$ cat src/rtl/tdm_demux_pkg.sv
// Shared definitions for the TDM mux/demux pair: framing FSM encoding and
// the lane slice helper used to place lane k inside a packed frame.
package tdm_demux_pkg;

  typedef enum logic {
    HUNT = 1'b0,
    RUN  = 1'b1
  } state_t;

  // LSB of lane `lane` inside a packed NCH*width frame.
  function automatic int lane_lsb(input int lane, input int width);
    return lane * width;
  endfunction

endpackage

$ cat src/rtl/tdm_slot_ctr.sv
// Slot counter for the TDM demux: clear, load-to-1, increment with wrap at
// NCH-1, and a terminal-count flag while sitting on the last slot.
module tdm_slot_ctr #(
  parameter int NCH  = 4,
  parameter int SELW = 2
) (
  input  logic            clk,
  input  logic            rst_n,
  input  logic            i_clr,
  input  logic            i_load1,
  input  logic            i_inc,
  output logic [SELW-1:0] o_slot,
  output logic            o_tc
);

  localparam logic [SELW-1:0] LAST = SELW'(NCH - 1);

  logic [SELW-1:0] r_slot;

  // NOTE: sequential state uses non-blocking assignments so every register
  // samples pre-edge values regardless of process evaluation order.
  always_ff @(posedge clk or negedge rst_n) begin
    if (!rst_n) begin
      r_slot <= '0;
    end else if (i_clr) begin
      r_slot <= '0;
    end else if (i_load1) begin
      r_slot <= SELW'(1);
    end else if (i_inc) begin
      r_slot <= o_tc ? '0 : r_slot + SELW'(1);
    end
  end

  assign o_slot = r_slot;
  assign o_tc   = (r_slot == LAST);

endmodule

$ cat src/rtl/tdm_demux.sv
// Receive-side TDM demultiplexer: locks onto start-of-frame, steers each slot
// to its lane and publishes complete frames with a one-cycle valid strobe.
module tdm_demux
  import tdm_demux_pkg::*;
#(
  parameter int WIDTH = 8,
  parameter int NCH   = 4,
  parameter int SELW  = 2
) (
  input  logic                 clk,
  input  logic                 rst_n,
  input  logic                 in_valid,
  input  logic                 in_sof,
  input  logic [WIDTH-1:0]     in_data,
  output logic [NCH*WIDTH-1:0] out_data,
  output logic                 frame_valid,
  output logic [NCH-1:0]       ch_strobe,
  output logic [SELW-1:0]      slot,
  output logic                 locked,
  output logic                 sync_err
);

  state_t r_state;
  state_t w_next;

  logic            w_wr;
  logic [SELW-1:0] w_wr_idx;
  logic            w_clr;
  logic            w_load1;
  logic            w_inc;
  logic            w_frame;
  logic            w_err;
  logic [SELW-1:0] w_slot;
  logic            w_tc;

  logic [WIDTH-1:0]     r_stage [NCH];
  logic [NCH*WIDTH-1:0] r_out_data;
  logic [NCH-1:0]       r_ch_strobe;
  logic                 r_frame_valid;
  logic                 r_sync_err;

  tdm_slot_ctr #(
    .NCH  (NCH),
    .SELW (SELW)
  ) u_slot_ctr (
    .clk     (clk),
    .rst_n   (rst_n),
    .i_clr   (w_clr),
    .i_load1 (w_load1),
    .i_inc   (w_inc),
    .o_slot  (w_slot),
    .o_tc    (w_tc)
  );

  always_ff @(posedge clk or negedge rst_n) begin
    if (!rst_n) r_state <= HUNT;
    else        r_state <= w_next;
  end

  // NOTE: every combinational output gets a default first so no path can
  // leave it unassigned and infer a latch.
  always_comb begin
    w_next = r_state;
    if (in_valid) begin
      case (r_state)
        HUNT: if (in_sof) w_next = RUN;
        RUN:  if (!in_sof && w_slot == '0) w_next = HUNT;
      endcase
    end
  end

  // An SOF always restarts at slot 0; only a missing SOF at slot 0 loses lock.
  always_comb begin
    w_wr     = 1'b0;
    w_wr_idx = '0;
    w_clr    = 1'b0;
    w_load1  = 1'b0;
    w_inc    = 1'b0;
    w_frame  = 1'b0;
    w_err    = 1'b0;
    if (in_valid) begin
      case (r_state)
        HUNT: begin
          if (in_sof) begin
            w_wr    = 1'b1;
            w_load1 = 1'b1;
          end
        end
        RUN: begin
          if (in_sof) begin
            w_wr    = 1'b1;
            w_load1 = 1'b1;
            w_err   = (w_slot != '0);
          end else if (w_slot == '0) begin
            w_err = 1'b1;
            w_clr = 1'b1;
          end else begin
            w_wr     = 1'b1;
            w_wr_idx = w_slot;
            w_inc    = 1'b1;
            w_frame  = w_tc;
          end
        end
      endcase
    end
  end

  // NOTE: the staging array is reset explicitly so a reset mid-frame leaves
  // no stale lane data behind; it is small enough to live in flops.
  always_ff @(posedge clk or negedge rst_n) begin
    if (!rst_n) begin
      for (int k = 0; k < NCH; k++) r_stage[k] <= '0;
      r_out_data    <= '0;
      r_ch_strobe   <= '0;
      r_frame_valid <= 1'b0;
      r_sync_err    <= 1'b0;
    end else begin
      r_ch_strobe   <= w_wr ? (NCH'(1) << w_wr_idx) : '0;
      r_frame_valid <= w_frame;
      r_sync_err    <= w_err;
      if (w_wr) r_stage[w_wr_idx] <= in_data;
      // The last lane comes straight from the bus: it lands in staging on
      // the same edge the frame is published.
      if (w_frame) begin
        for (int k = 0; k < NCH; k++) begin
          r_out_data[lane_lsb(k, WIDTH) +: WIDTH] <= (k == NCH - 1) ? in_data : r_stage[k];
        end
      end
    end
  end

  assign out_data    = r_out_data;
  assign frame_valid = r_frame_valid;
  assign ch_strobe   = r_ch_strobe;
  assign sync_err    = r_sync_err;
  assign slot        = w_slot;
  assign locked      = (r_state == RUN);

endmodule

$ cat config.mk
export PLATFORM = sky130hd
export DESIGN_NAME = tdm_demux
export DESIGN_NICKNAME = d
export VERILOG_FILES = /design/src/rtl/tdm_demux_pkg.sv /design/src/rtl/tdm_slot_ctr.sv /design/src/rtl/tdm_demux.sv
export SDC_FILE = /design/constraint.sdc
export NUM_CORES = 1
export LEC_CHECK = 0
export CAP_MARGIN = 20
export CORE_UTILIZATION = 30
export DETAILED_ROUTE_END_ITERATION = 12
export SYNTH_ARGS = -nofsm -noshare
export SYNTH_HDL_FRONTEND = slang
export SYNTH_SLANG_ARGS = --single-unit
$ cat constraint.sdc
create_clock -name clk -period 2 [get_ports clk]
set_input_delay 0.2 -clock clk [delete_from_list [all_inputs] [get_ports clk]]
set_output_delay 0.2 -clock clk [all_outputs]
set_load 0.1 [all_outputs]
==> flow_metrics.py <==
metrics = {
    "finish": {
        "nets": 251,
        "layout_commonest_cell": "dfrtp_1",
        "final_cell_mix": "dfrtp_1, buf_4, mux2_2, clkbuf_8, clkdlybuf4s50_1",
        "stdcell_count": 344,
        "diodes": 0,
        "register_area_um2": 1640,
        "multi_input_area_um2": 930,
        "drive_gt1_frac": 0.586,
        "fillers": 780,
        "stdcell_area_um2": 3490,
        "area_growth_pct": 37.7,
    },
    "worst_setup_path": {
        "r2r_slack_ns": 0.07,
        "r2r_end": "r_stage[23]$_DFFE_PN0P_",
        "critPathLaunchType": "flop",
        "reg2reg_from": "u_slot_ctr.o_slot[0]$_DFFE_PN0P_",
        "startpoint": "u_slot_ctr.o_slot[0]$_DFFE_PN0P_",
        "timing.critical_path.to": "r_stage[23]$_DFFE_PN0P_",
        "critPathMostFrequentCell": "buf_4",
        "endpoint_kind": "flop",
        "slowest_stage": "dfrtp_4",
        "critPathMaxFanout": 5,
        "cp.arrival_ns": 2.15,
        "path_cells": "inv_4 > ha_2 > ha_4 > buf_4 > nor4_4 > buf_4 > mux2_4",
        "crit_type": "flop to flop",
        "critPathRequiredTime_ns": 2.22,
        "crit_path_max_incr_delay_ns": 0.42,
        "r2r_cells": 7,
    },
    "sta": {
        "relSlewSlack": 0.755,
        "clock_skew_ns": 0.00781,
        "finalMaxSlewViolations": 0,
        "tightest_slew_ns": 0.368,
        "hold_viol_final": 0,
        "period_needed_ns": 1.93,
        "fmax_mhz": 518,
        "setup_ws_ns": 0.0699,
        "rsz0062_at_grt": "false",
        "finalSetupViolations": 0,
        "fin_crit_sh": 0.965,
    },
    "cts": {
        "cts_buffers": 9,
        "htree_levels": 3,
        "root_buffer": "clkbuf_8",
        "cts_buffer_depth": 2,
        "clkTransAtPathRegs_ns": 0.07,
        "cts_tree": "built",
        "worstSkewPairLatency_ns": 0.34,
        "clock_sinks": 65,
    },
    "die": {
        "fp.dieArea_um2": 8810,
        "pin_count": 53,
        "fp-row-count": 33,
        "start_util": 0.310,
        "dieHeight_um": 93.9,
        "die_w_um": 93.9,
        "coreArea_um2": 8180,
    },
    "route": {
        "drt-total-wl_um": 4910,
        "drt_iter0_drc": 57,
        "vias": 1541,
        "drc": 2,
        "wire_per_inst_um": 14.3,
        "ant_nets": 0,
        "firstDrtPassIters": 8,
        "detail_route.vias_per_cell": 4.48,
    },
    "yosys": {
        "synthTopCellsByArea": "dfrtp_1, mux2_2, ha_1",
        "yosysSeqAreaShare": 0.642,
        "synth_cells": 162,
        "syn-cell-area_um2": 2530,
        "ys_types": 20,
        "ys_seq_elements": 65,
        "avgSynthCellArea_um2": 15.6,
        "synth_warnings": 0,
        "yosysTopAreaCell": "dfrtp_1",
        "synth_top_area_frac": 0.642,
        "synth_nets": 179,
    },
    "place": {
        "place_inst": 327,
        "place_ws_ns": -0.0418,
        "hpwl_um": 3300,
        "dpl-instance-area_um2": 3260,
        "port_buffers": 52,
        "gp_congestion": 0.963,
    },
    "min_path": {
        "worstHoldPathType": "input port to async pin",
    },
    "global_routing": {
        "antenna_found_initial": 0,
        "grt_util_all_layers": 0.127,
        "overflow": 0,
        "grt_pass1_wl_um": 8290,
        "grt_pass1_vias": 1569,
        "grt_max_degree": 53,
    },
    "status": {
        "status": "finished, violations left",
        "violations": "design-rule violations",
    },
    "job": {
        "max_cap_violations": 0,
    },
}
==> worst max-delay path: cells and delay by family, from the launching register on <==
family / cells / cell delay (ns)
flops: 1 / 0.42
buf+inv: 3 / 0.41
fa+ha+maj: 2 / 0.38
mux: 1 / 0.31
simple gates: 1 / 0.30
==> worst min path at each step <==
stage / startpoint / to / slack, ns / cells after the start
floorplan: rst_n / ch_strobe[0]$_DFF_PN0_ / -0.1 / 0
global placement: rst_n / out_data[24]$_DFFE_PN0P_ / 0.13 / 1
detailed placement: rst_n / out_data[24]$_DFFE_PN0P_ / 0.14 / 1
CTS: rst_n / sync_err$_DFF_PN0_ / 0.32 / 2
global route: rst_n / sync_err$_DFF_PN0_ / 0.32 / 2
finish: rst_n / out_data[24]$_DFFE_PN0P_ / 0.32 / 2
==> sequential cells by signal (all words and copies together) (netlist names) <==
signal,count
out_data,32
frame_valid,1
ch_strobe,4
r_stage,24
locked,1
u_slot_ctr.o_slot,2
sync_err,1
==> logic make-up after synthesis <==
family | Yosys count | share of synthesized area
mux | 56 | 0.249
buf+inv | 12 | 0.0212
compound gates | 9 | 0.0222
fa+ha+maj | 5 | 0.0247
simple gates | 15 | 0.0405
flops | 65 | 0.642
==> metal layers <==
layer  vias to the layer above  global-route usage  routed length (um)
met5                         -                   0                   0
met3                         9              0.0502                 273
met4                         0              0.0474                  72
met2                        45               0.195                2340
li1                        708                   -                   -
met1                       779               0.161                2230
==> synth_stat cells, drive strengths merged <==
| master | number |
|---|---|
| inv | 7 |
| nand4 | 1 |
| nand2 | 2 |
| a41o | 1 |
| nor2 | 4 |
| and2 | 1 |
| dfrtp | 65 |
| a22oi | 1 |
| a21oi | 3 |
| ha | 5 |
| buf | 5 |
| nor2b | 3 |
| nand3 | 2 |
| mux2 | 56 |
| o21ai | 4 |
| nor4 | 1 |
| nor3 | 1 |
==> stage by stage <==
step           TNS [ns]   util  hold slack (ns)
2_1_floorplan     -2.17      -          -0.0956
3_3_place_gp     -0.150  0.398            0.134
4_1_cts               0  0.426            0.320
3_5_place_dp     -0.214  0.398            0.137
5_1_grt               0  0.427            0.325
6_report              0  0.427            0.320
==> area by class of cell <==
| cell class | instances | share of cell area |
|---|---|---|
| Sequential cell | 65 | 0.469 |
| Multi-Input combinational cell | 85 | 0.266 |
| Timing Repair Buffer | 66 | 0.156 |
| Clock buffer | 12 | 0.0473 |
| Tap cell | 105 | 0.0377 |
| Clock inverter | 4 | 0.0143 |
| Inverter | 7 | 0.00897 |
==> timing repair <==
| action | 4_1_cts | 5_1_grt |
|---|---|---|
| hold buffers | 1 | 0 |
| gates resized for setup | 0 | 1 |
| setup buffers | 0 | 0 |
| endpoints found under the hold margin | 13 | 0 |
| setup endpoints to repair | 0 | 8 |
Power is left out: the tool's default activity adds up to more than one toggle a clock period on the data nets, which glitch-free logic cannot reach.
